$ cat config.mk
export PLATFORM = sky130hd
export DESIGN_NAME = multi_sensor_alarm_fsm
export DESIGN_NICKNAME = d
export VERILOG_FILES = /design/src/rtl/alarm_monitor_pkg.sv /design/src/rtl/persist_counter.sv /design/src/rtl/multi_sensor_alarm_fsm.sv
export SDC_FILE = /design/constraint.sdc
export NUM_CORES = 1
export LEC_CHECK = 0
export ABC_CLOCK_PERIOD_IN_PS = 1910
export CORE_MARGIN = 4
export CORE_UTILIZATION = 30
export DETAILED_ROUTE_END_ITERATION = 10
export HOLD_SLACK_MARGIN = 0.08
export SLEW_MARGIN = 20
export SYNTH_ARGS = -nofsm -noshare
export SYNTH_HDL_FRONTEND = slang
export SYNTH_SLANG_ARGS = --single-unit
$ cat constraint.sdc
create_clock -name clk -period 1.91 [get_ports clk]
set_input_delay 0.382 -clock clk [delete_from_list [all_inputs] [get_ports clk]]
set_output_delay 0.382 -clock clk [all_outputs]
set_load 0.01 [all_outputs]
$ cat src/rtl/alarm_monitor_pkg.sv
// Shared state encodings and status-digit codes for the
// multi-sensor alarm monitor.
package alarm_monitor_pkg;

   typedef enum logic [2:0] {
      INIT        = 3'd0,
      MONITOR     = 3'd1,
      ALERT_CURR  = 3'd2,
      ALERT_SMOKE = 3'd3,
      SILENCED    = 3'd4
   } state_t;

   localparam logic [15:0] HEX_INIT   = 16'h0000;
   localparam logic [15:0] HEX_NORMAL = 16'h8497;
   localparam logic [15:0] HEX_CURR   = 16'h1234;
   localparam logic [15:0] HEX_SMOKE  = 16'h5670;

endpackage

$ cat src/rtl/persist_counter.sv
// Saturating persistence counter; confirmed pulses on the cycle whose
// edge brings the count to PERSIST.
module persist_counter #(
   parameter int PERSIST = 4
) (
   input  logic clk,
   input  logic reset,
   input  logic en,
   input  logic cond,
   output logic confirmed,
   output logic sat
);

   localparam int CW = $clog2(PERSIST + 1);

   logic [CW-1:0] cnt;

   always_ff @(posedge clk or posedge reset) begin
      if (reset) begin
         cnt <= '0;
      end else if (en && cond) begin
         if (cnt != CW'(PERSIST))
            cnt <= cnt + CW'(1);
      end else begin
         cnt <= '0;
      end
   end

   assign confirmed = en && cond && (cnt == CW'(PERSIST - 1));
   assign sat       = (cnt == CW'(PERSIST));

endmodule

$ cat src/rtl/multi_sensor_alarm_fsm.sv
// Multi-channel overcurrent + smoke alarm monitor with latched alarms.
// Optional LuzAlerta blinking in alert states: define ALARM_BLINK_EN.
module multi_sensor_alarm_fsm
   import alarm_monitor_pkg::*;
#(
   parameter int W         = 3,
   parameter int NCH       = 2,
   parameter int THRESH    = 4,
   parameter int PERSIST   = 4,
   parameter int BLINK_DIV = 8
) (
   input  logic             clk,
   input  logic             reset,
   input  logic             humo,
   input  logic [NCH*W-1:0] corriente,
   input  logic             ack,
   output logic             LuzNormal,
   output logic             LuzAlerta,
   output logic             AlarmaAlerta,
   output logic [NCH-1:0]   fault_mask,
   output logic [3:0]       hexa3,
   output logic [3:0]       hexa2,
   output logic [3:0]       hexa1,
   output logic [3:0]       hexa0
);

   state_t        state;
   state_t        nxt;
   logic          sil_smoke;
   logic [15:0]   hex;
   logic [NCH:0]  conf;
   logic [NCH:0]  sat_unused;
   logic [NCH-1:0] over;
   logic          run;
   logic          smoke_conf;
   logic          curr_conf;
   logic          curr_raw;

   assign run = (state != INIT);

   for (genvar i = 0; i < NCH; i++) begin : g_ch
      assign over[i] = corriente[i*W +: W] >= W'(THRESH);

      persist_counter #(.PERSIST(PERSIST)) u_cnt (
         .clk       (clk),
         .reset     (reset),
         .en        (run),
         .cond      (over[i]),
         .confirmed (conf[i]),
         .sat       (sat_unused[i])
      );
   end

   persist_counter #(.PERSIST(PERSIST)) u_smoke (
      .clk       (clk),
      .reset     (reset),
      .en        (run),
      .cond      (humo),
      .confirmed (conf[NCH]),
      .sat       (sat_unused[NCH])
   );

   assign smoke_conf = conf[NCH];
   assign curr_conf  = |conf[NCH-1:0];
   assign curr_raw   = |over;

   always_comb begin
      nxt = state;
      case (state)
         INIT: nxt = MONITOR;
         MONITOR: begin
            if (smoke_conf)     nxt = ALERT_SMOKE;
            else if (curr_conf) nxt = ALERT_CURR;
         end
         ALERT_CURR: begin
            if (smoke_conf) nxt = ALERT_SMOKE;
            else if (ack)   nxt = curr_raw ? SILENCED : MONITOR;
         end
         ALERT_SMOKE: begin
            if (ack) nxt = humo ? SILENCED : MONITOR;
         end
         SILENCED: begin
            // the other source re-arms the horn before the quiet exit
            if (sil_smoke) begin
               if (curr_conf)  nxt = ALERT_CURR;
               else if (!humo) nxt = MONITOR;
            end else begin
               if (smoke_conf)     nxt = ALERT_SMOKE;
               else if (!curr_raw) nxt = MONITOR;
            end
         end
         default: nxt = INIT;
      endcase
   end

`ifdef ALARM_BLINK_EN
   localparam int BW = (BLINK_DIV > 1) ? $clog2(BLINK_DIV) : 1;
   logic [BW-1:0] blink_cnt;
`else
   logic blink_div_unused;
   assign blink_div_unused = |BLINK_DIV;
`endif

   always_ff @(posedge clk or posedge reset) begin
      if (reset) begin
         state        <= INIT;
         sil_smoke    <= 1'b0;
         fault_mask   <= '0;
         LuzNormal    <= 1'b1;
         LuzAlerta    <= 1'b0;
         AlarmaAlerta <= 1'b0;
         hex          <= HEX_INIT;
`ifdef ALARM_BLINK_EN
         blink_cnt    <= '0;
`endif
      end else begin
         state <= nxt;
         if (nxt == MONITOR && state != MONITOR)
            fault_mask <= '0;
         else
            fault_mask <= fault_mask | conf[NCH-1:0];
         if (nxt == SILENCED && state != SILENCED)
            sil_smoke <= (state == ALERT_SMOKE);
`ifdef ALARM_BLINK_EN
         blink_cnt <= '0;
`endif
         case (nxt)
            MONITOR: begin
               LuzNormal    <= 1'b1;
               LuzAlerta    <= 1'b0;
               AlarmaAlerta <= 1'b0;
               hex          <= HEX_NORMAL;
            end
            ALERT_CURR, ALERT_SMOKE: begin
               LuzNormal    <= 1'b0;
               AlarmaAlerta <= 1'b1;
               hex          <= (nxt == ALERT_SMOKE) ? HEX_SMOKE : HEX_CURR;
`ifdef ALARM_BLINK_EN
               if (nxt != state) begin
                  LuzAlerta <= 1'b1;
               end else if (blink_cnt == BW'(BLINK_DIV - 1)) begin
                  LuzAlerta <= ~LuzAlerta;
               end else begin
                  blink_cnt <= blink_cnt + BW'(1);
               end
`else
               LuzAlerta    <= 1'b1;
`endif
            end
            SILENCED: begin
               LuzNormal    <= 1'b0;
               LuzAlerta    <= 1'b1;
               AlarmaAlerta <= 1'b0;
            end
            default: begin
               LuzNormal    <= 1'b1;
               LuzAlerta    <= 1'b0;
               AlarmaAlerta <= 1'b0;
               hex          <= HEX_INIT;
            end
         endcase
      end
   end

   assign {hexa3, hexa2, hexa1, hexa0} = hex;

endmodule

==> flow_metrics.env, run 1 <==
export IMPL_ys_async_sr_fraction_pct=100.0
export IMPL_ys_flop_type="dfrtp_1"
export IMPL_startpoint_type="flop"
export IMPL_dp_hpwl_mm=2.307
export IMPL_synthesis_area_mm2=0.001445
export IMPL_drv_slew=0
export IMPL_required_ns=2.09
export IMPL_maxCapViolCount=0
export IMPL_drc_errors=0
export IMPL_powerDensity_mw_per_mm2=1413
export IMPL_fin_skew_ns=0.003761
export IMPL_cts_buffer_depth=2
export IMPL_place_congestion=0.8122
export IMPL_n_antenna_cell=0
export IMPL_grt_max_degree=25
export IMPL_finalNonFillerCells=253
export IMPL_max_freq_mhz=536.1
export IMPL_reg2reg_depth=9
export IMPL_placed_cells=245
export IMPL_netlist_instances=157
export IMPL_synth_cell_types=40
export IMPL_yosysSeqAreaShare_pct=41.65
export IMPL_first_iter_violations=20
export IMPL_cp_cell_sequence="ha_2, ha_4, and2_4, buf_6, o31a_1, nor2_2, o22ai_2, buf_4, o211ai_1"
export IMPL_grt_overflow=0
export IMPL_rsz0062_at_grt="true"
export IMPL_p_leak_nw=0.9499
export IMPL_first_global_vias=1203
export IMPL_first_pass_iters=4
export IMPL_wl_mm=3.006
export IMPL_antenna_found_initial=0
export IMPL_whs_ns=0.4522
export IMPL_hold_viol=0
export IMPL_fin_total_pwr_w=0.002877
export IMPL_cts_tree="yes"
export IMPL_clkSinkCount=24
export IMPL_placementRows=24
export IMPL_worstSetupPathType="flop to flop"
export IMPL_worst_ep_arrival_time_ns=2.05
export IMPL_viasPerCell=4.656
export IMPL_grt_pass1_wl_mm=5.257
export IMPL_die_w_um=77.41
export IMPL_timing_rr_end="hex[2]$_DFFE_PP0P_"
export IMPL_ctsRootBufferMaster="clkbuf_8"
export IMPL_synth_edf_count=0
export IMPL_setup_viol=0
export IMPL_antenna_left=0
export IMPL_cts_reportedPaths_clkPinSlew_ns=0.08
export IMPL_insertion_delay_ns=0.26
export IMPL_crit_reg2reg_launch="u_smoke.cnt[0]$_DFFE_PP0P_"
export IMPL_slowest_stage="dfrtp_1"
export IMPL_vias=1178
export IMPL_ys_ff_latch=24
export IMPL_routedWlPerCell_um=11.88
export IMPL_dieArea_mm2=0.005992
export IMPL_drive_gt1_share_pct=29.35
export IMPL_portBuffers=22
export IMPL_crit_fanout=3
export IMPL_period_share_pct=97.66
export IMPL_yosys_warnings=0
export IMPL_fp_dieH_um=77.41
export IMPL_num_io_pins=31
export IMPL_post_dp_cell_area_mm2=0.001837
export IMPL_num_nets_final=221
export IMPL_fp_coreArea_mm2=0.004504
export IMPL_numCtsBuffers=3
export IMPL_start_util_pct=32.08
export IMPL_htreeDepth=1
export IMPL_status="finished clean"
export IMPL_end_kind="flop"
export IMPL_design_area_mm2=0.002036
export IMPL_hold_class="primary input to asynchronous set/reset pin"
export IMPL_ir_drop_uv=865.0
export IMPL_grtUsageTotal_pct=10.40
export IMPL_rrSetupSlack_ns=0.04
export IMPL_syn_to_final_growth_pct=40.87
export IMPL_fin_crit_ns=1.865
export IMPL_cpPeakStageDelay_ns=0.40
export IMPL_syn_area_per_cell_um2=9.205
==> how the worst max path moves through the flow <==
stage                                from                  end  slack (ns)  cells past startpoint
2_1_floorplan  u_smoke.cnt[0]$_DFFE_PP0P_  hex[10]$_DFFE_PP0P_      -0.007                      8
3_3_place_gp                 corriente[2]  hex[12]$_DFFE_PP0P_       -0.31                      8
3_5_place_dp                 corriente[2]  hex[12]$_DFFE_PP0P_       -0.31                      8
4_1_cts        u_smoke.cnt[1]$_DFFE_PP0P_  hex[12]$_DFFE_PP0P_      -0.002                      9
5_1_grt        u_smoke.cnt[0]$_DFFE_PP0P_   hex[4]$_DFFE_PP0P_       -0.07                      9
6_report       u_smoke.cnt[0]$_DFFE_PP0P_   hex[2]$_DFFE_PP0P_        0.04                      9
==> sequential cells by signal, summed over array words and instances, names as in the netlist <==
| signal | count |
|---|---|
| AlarmaAlerta | 1 |
| hex | 6 |
| g_ch.u_cnt.cnt | 6 |
| state | 3 |
| LuzNormal | 1 |
| sil_smoke | 1 |
| fault_mask | 2 |
| u_smoke.cnt | 3 |
| LuzAlerta | 1 |
==> report_power, final <==
part / switching, W / internal [W] / total (W)
Combinational: 0.000728 / 0.000864 / 0.00159
Sequential: 0.000141 / 0.000707 / 0.000848
Clock: 0.000158 / 0.000280 / 0.000438
==> kinds of logic (layout without fill, tap and decap cells) <==
group	count (synthesis)	after routing	synth area share, %
other cells	1	4	0.2595
fa+ha+maj	9	9	7.792
xor+xnor	3	3	1.819
buf+inv	35	76	12.90
simple gates	43	43	14.11
mux	1	1	0.6927
compound gates	41	41	20.78
flops	24	24	41.65
==> metal layers <==
layer  track usage (%)  wire length, µm  up-vias
met4             2.135               16        0
met1             13.60             1415      563
met3             1.505               59        2
met5                 0                0        -
met2             18.31             1514       13
li1                  -                -      600
==> cells in the mapped netlist (2+ instances only) <==
| cell | instances | area [µm²] |
|---|---|---|
| a31oi_1 | 4 | 25.02 |
| xnor2_1 | 3 | 26.28 |
| nor3_1 | 2 | 10.01 |
| buf_4 | 12 | 90.09 |
| a221oi_2 | 3 | 45.04 |
| a211o_1 | 2 | 17.52 |
| nor2_1 | 10 | 37.54 |
| nand2_1 | 16 | 60.06 |
| and2_1 | 4 | 25.02 |
| a21oi_1 | 10 | 50.05 |
| nor2b_1 | 2 | 12.51 |
| inv_1 | 20 | 75.07 |
| dfrtp_1 | 23 | 575.6 |
| nand3_1 | 3 | 15.01 |
| ha_1 | 9 | 112.6 |
| o211ai_1 | 4 | 30.03 |
| o21ai_0 | 7 | 35.03 |
==> layout make-up <==
cell class	instances	area, µm²
fillers	426	2469
multi-input cells	101	760.7
flip-flops and latches	24	601.8
repair buffers	51	456.7
inverters	21	80.08
well taps	52	65.06
clock buffers	3	41.29
clock inverters	1	30.03
==> worst max-delay path, delay by kind of cell (launching register included) <==
| family | cells | cell delay (ns) |
|---|---|---|
| flip-flops | 1 | 0.40 |
| AO/OA/AOI/OAI | 3 | 0.51 |
| AND/OR/NAND/NOR | 2 | 0.25 |
| adder cells (fa/ha/maj) | 2 | 0.35 |
| buffers and inverters | 2 | 0.27 |
==> stage by stage <==
stage | TNS, ns | setup slack, ns | utilization (%)
3_5_place_dp | -3.121 | -0.3147 | 40.78
4_1_cts | -0.004998 | -0.002100 | 43.61
2_1_floorplan | -0.006516 | -0.006516 | -
3_3_place_gp | -3.308 | -0.3066 | 40.78
5_1_grt | -0.2172 | -0.06922 | 45.19
6_report | 0 | 0.04467 | 45.19
==> layout by cell type (no fill, tap or decap), types with 3 or more instances in the layout <==
master | Yosys | final
a21oi_1 | 10 | 8
a221oi_2 | 3 | 3
a31oi_1 | 4 | 4
and2_1 | 4 | 3
buf_4 | 12 | 25
buf_6 | 1 | 4
clkbuf_8 | 0 | 3
clkdlybuf4s50_1 | 0 | 19
conb_1 | 1 | 4
dfrtp_1 | 23 | 23
ha_1 | 9 | 3
ha_2 | 0 | 3
ha_4 | 0 | 3
inv_1 | 20 | 20
nand2_1 | 16 | 16
nand3_1 | 3 | 3
nor2_1 | 10 | 7
o211ai_1 | 4 | 4
o21ai_0 | 7 | 3
o21ai_1 | 0 | 3
xnor2_1 | 3 | 3
==> timing repair <==
action,CTS,global route
hold buffers,0,0
resized for setup,16,13
endpoints found under the setup margin,12,12
buffers inserted,1,3
pin swaps,13,10
Power figures use the tool's default switching activity.
==> inputs of run 2 (changes only) <==
Settings changed: ABC_CLOCK_PERIOD_IN_PS 1910 to default, CELL_PAD_IN_SITES_DETAIL_PLACEMENT from default to 1, CELL_PAD_IN_SITES_GLOBAL_PLACEMENT from default to 2, CORE_UTILIZATION 30 to 27, PLACE_DENSITY_LB_ADDON from default to 0.1.
==> run 2 against run 1 <==
The flow now finishes with violations (negative setup slack). Clock-buffer cell count grew 1. Clock skew shrank 0.0019 ns. Register-to-register slack lost 0.07 ns. Utilization shrank 4.6 points. Worst setup slack lost 0.070 ns. Sequential share of layout area shrank 0.69 points. Critical path type unchanged. Critical endpoint unchanged. Largest cell class unchanged. Largest power group unchanged.
==> flow_metrics.env, run 2 (synthesis results as in run 1) <==
export IMPL_final_core_util_pct=40.56
export IMPL_rrSetupSlack_ns=-0.03
export IMPL_placementRows=26
export IMPL_required_ns=2.09
export IMPL_antenna_found_initial=0
export IMPL_cp_num_buf_inv=2
export IMPL_first_pass_iters=4
export IMPL_cts_tree="yes"
export IMPL_drive_gt1_share_pct=33.50
export IMPL_p_switching_w=0.001112
export IMPL_htreeDepth=1
export IMPL_fin_total_pwr_w=0.002903
export IMPL_final_cell_mix="buf_4 (32), dfrtp_1 (23), clkdlybuf4s50_1 (22), inv_1 (18), nand2_1 (15)"
export IMPL_cp_common_cell="buf_4"
export IMPL_multi_input_area_um2=773.2
export IMPL_maxCapViolCount=0
export IMPL_tns_ns=-0.08263
export IMPL_grt_overflow=0
export IMPL_n_antenna_cell=0
export IMPL_insertion_delay_ns=0.27
export IMPL_violations="negative setup slack"
export IMPL_clkSinkCount=24
export IMPL_wl_mm=3.813
export IMPL_ir_drop_uv=527.3
export IMPL_antenna_left=0
export IMPL_syn_to_final_growth_pct=44.24
export IMPL_cts_buffer_depth=2
export IMPL_num_io_pins=31
export IMPL_hold_viol=0
export IMPL_ctsRootBufferMaster="clkbuf_8"
export IMPL_period_share_pct=101.3
export IMPL_ctsHoldBuffers=0
export IMPL_dp_hpwl_mm=3.000
export IMPL_seqPwrFrac_pct=29.3
export IMPL_powerDensity_mw_per_mm2=1392
export IMPL_crit_fanout=3
export IMPL_fillers=632
export IMPL_reg_top3="g_ch.u_cnt.cnt (6), hex (6)"
export IMPL_seq_area_um2=601.8
export IMPL_clkPwrFrac_pct=12.1
export IMPL_cts_reportedPaths_clkPinSlew_ns=0.09
export IMPL_fin_ws_ns=-0.02512
export IMPL_first_global_vias=1380
export IMPL_slowest_stage="dfrtp_1"
export IMPL_setup_viol=6
export IMPL_cpPeakStageDelay_ns=0.39
export IMPL_first_iter_violations=55
export IMPL_portBuffers=22
export IMPL_numCtsBuffers=3
export IMPL_fp_dieH_um=81.16
export IMPL_num_nets_final=226
export IMPL_fin_crit_ns=1.935
export IMPL_worst_ep_arrival_time_ns=2.12
export IMPL_start_util_pct=28.12
export IMPL_fp_coreArea_mm2=0.005140
export IMPL_final_common_cell="buf_4"
export IMPL_viasPerCell=4.514
export IMPL_worstSetupPathType="flop to flop"
export IMPL_p_int_w=0.001790
export IMPL_startpoint_type="flop"
export IMPL_reg2reg_depth=9
export IMPL_netSwitchingFraction_pct=38.31
export IMPL_drc_errors=0
export IMPL_fin_skew_ns=0.001866
export IMPL_drv_slew=0
export IMPL_routedWlPerCell_um=13.82
export IMPL_grt_pass1_wl_mm=6.768
export IMPL_grtUsageTotal_pct=13.20
export IMPL_vias=1246
export IMPL_place_congestion=0.7838
export IMPL_crit_family="compound AO/OA/AOI/OAI gates"
export IMPL_power_share_combinational_pct=58.6
export IMPL_max_freq_mhz=516.8
export IMPL_cp_cell_sequence="ha_2, ha_4, a22oi_2, buf_4, o21ai_2, a21oi_2, o22ai_2, buf_4, o211ai_1"
export IMPL_rsz0062_at_grt="true"
export IMPL_dieArea_mm2=0.006587
export IMPL_end_kind="flop"
export IMPL_status="finished with violations"
export IMPL_hold_class="primary input to asynchronous set/reset pin"
export IMPL_grt_max_degree=25
export IMPL_p_leak_nw=0.9455
export IMPL_crit_reg2reg_launch="g_ch[0].u_cnt.cnt[0]$_DFFE_PP0P_"
export IMPL_die_w_um=81.16
export IMPL_timing_rr_end="hex[2]$_DFFE_PP0P_"
[run 2: tightest hold or removal path, delay by kind of cell]
kind	cells	cell delay (ns)
buf+inv	3	0.74
[run 2: stage by stage]
stage                     worst slack, ns  hold slack, ns  instance area (µm²)  std cells
after global routing              -0.1648          0.4960                 2085        276
after floorplan                 -0.006516          0.3959                 1470        160
after global placement            -0.3641          0.4787                 1904        269
after detailed placement          -0.3719          0.4887                 1904        269
final                            -0.02512          0.4593                 2085        276
after CTS                        -0.06849          0.4742                 2072        275
[run 2: power by group through the flow]
| stage | clock (W) | sequential, W | combinational (W) |
|---|---|---|---|
| after global placement | 0 | 0.000842 | 0.00152 |
| final | 0.000351 | 0.000850 | 0.00170 |
| after global routing | 0.000382 | 0.000891 | 0.00189 |
| after CTS | 0.000359 | 0.000856 | 0.00171 |
| after floorplan | 0 | 0.000885 | 0.000879 |
| after detailed placement | 0 | 0.000859 | 0.00158 |
[run 2: area by class of cell]
type,count,share of cell area (%)
multi-input cells,101,37.09
well taps,70,4.202
inverters,21,4.022
flip-flops and latches,24,28.87
repair buffers,56,23.17
clock buffers,4,2.641
[run 2: layer usage]
metal / part of all wire (%) / wire [µm] / global-route usage [%]
met1: 49 / 1868 / 17.54
met2: 48 / 1812 / 21.84
met3: 2.0 / 75 / 1.885
met4: 1.4 / 55 / 4.561
met5: 0 / 0 / 0
[run 2: worst max path at each step]
| stage | from | cells past startpoint | slack, ns | end |
|---|---|---|---|---|
| 3_5_place_dp | humo | 9 | -0.37 | hex[10]$_DFFE_PP0P_ |
| 6_report | g_ch[0].u_cnt.cnt[0]$_DFFE_PP0P_ | 9 | -0.03 | hex[2]$_DFFE_PP0P_ |
| 2_1_floorplan | u_smoke.cnt[0]$_DFFE_PP0P_ | 8 | -0.007 | hex[10]$_DFFE_PP0P_ |
| 4_1_cts | u_smoke.cnt[1]$_DFFE_PP0P_ | 9 | -0.07 | hex[2]$_DFFE_PP0P_ |
| 3_3_place_gp | humo | 9 | -0.36 | hex[10]$_DFFE_PP0P_ |
| 5_1_grt | u_smoke.cnt[0]$_DFFE_PP0P_ | 7 | -0.16 | hex[2]$_DFFE_PP0P_ |
[run 2: timing repair]
| action | 4_1_cts | 5_1_grt |
|---|---|---|
| hold endpoints to repair | 0 | 0 |
| setup endpoints to repair | 14 | 13 |
| setup buffers | 2 | 1 |
| resized for setup | 24 | 4 |
| pin swaps | 16 | 8 |
==> inputs of run 3 (changes only) <==
Settings changed: CAP_MARGIN from default to 20.
==> results of run 3 <==
No change in the layout: final DEF, timing and power equal those of run 2.
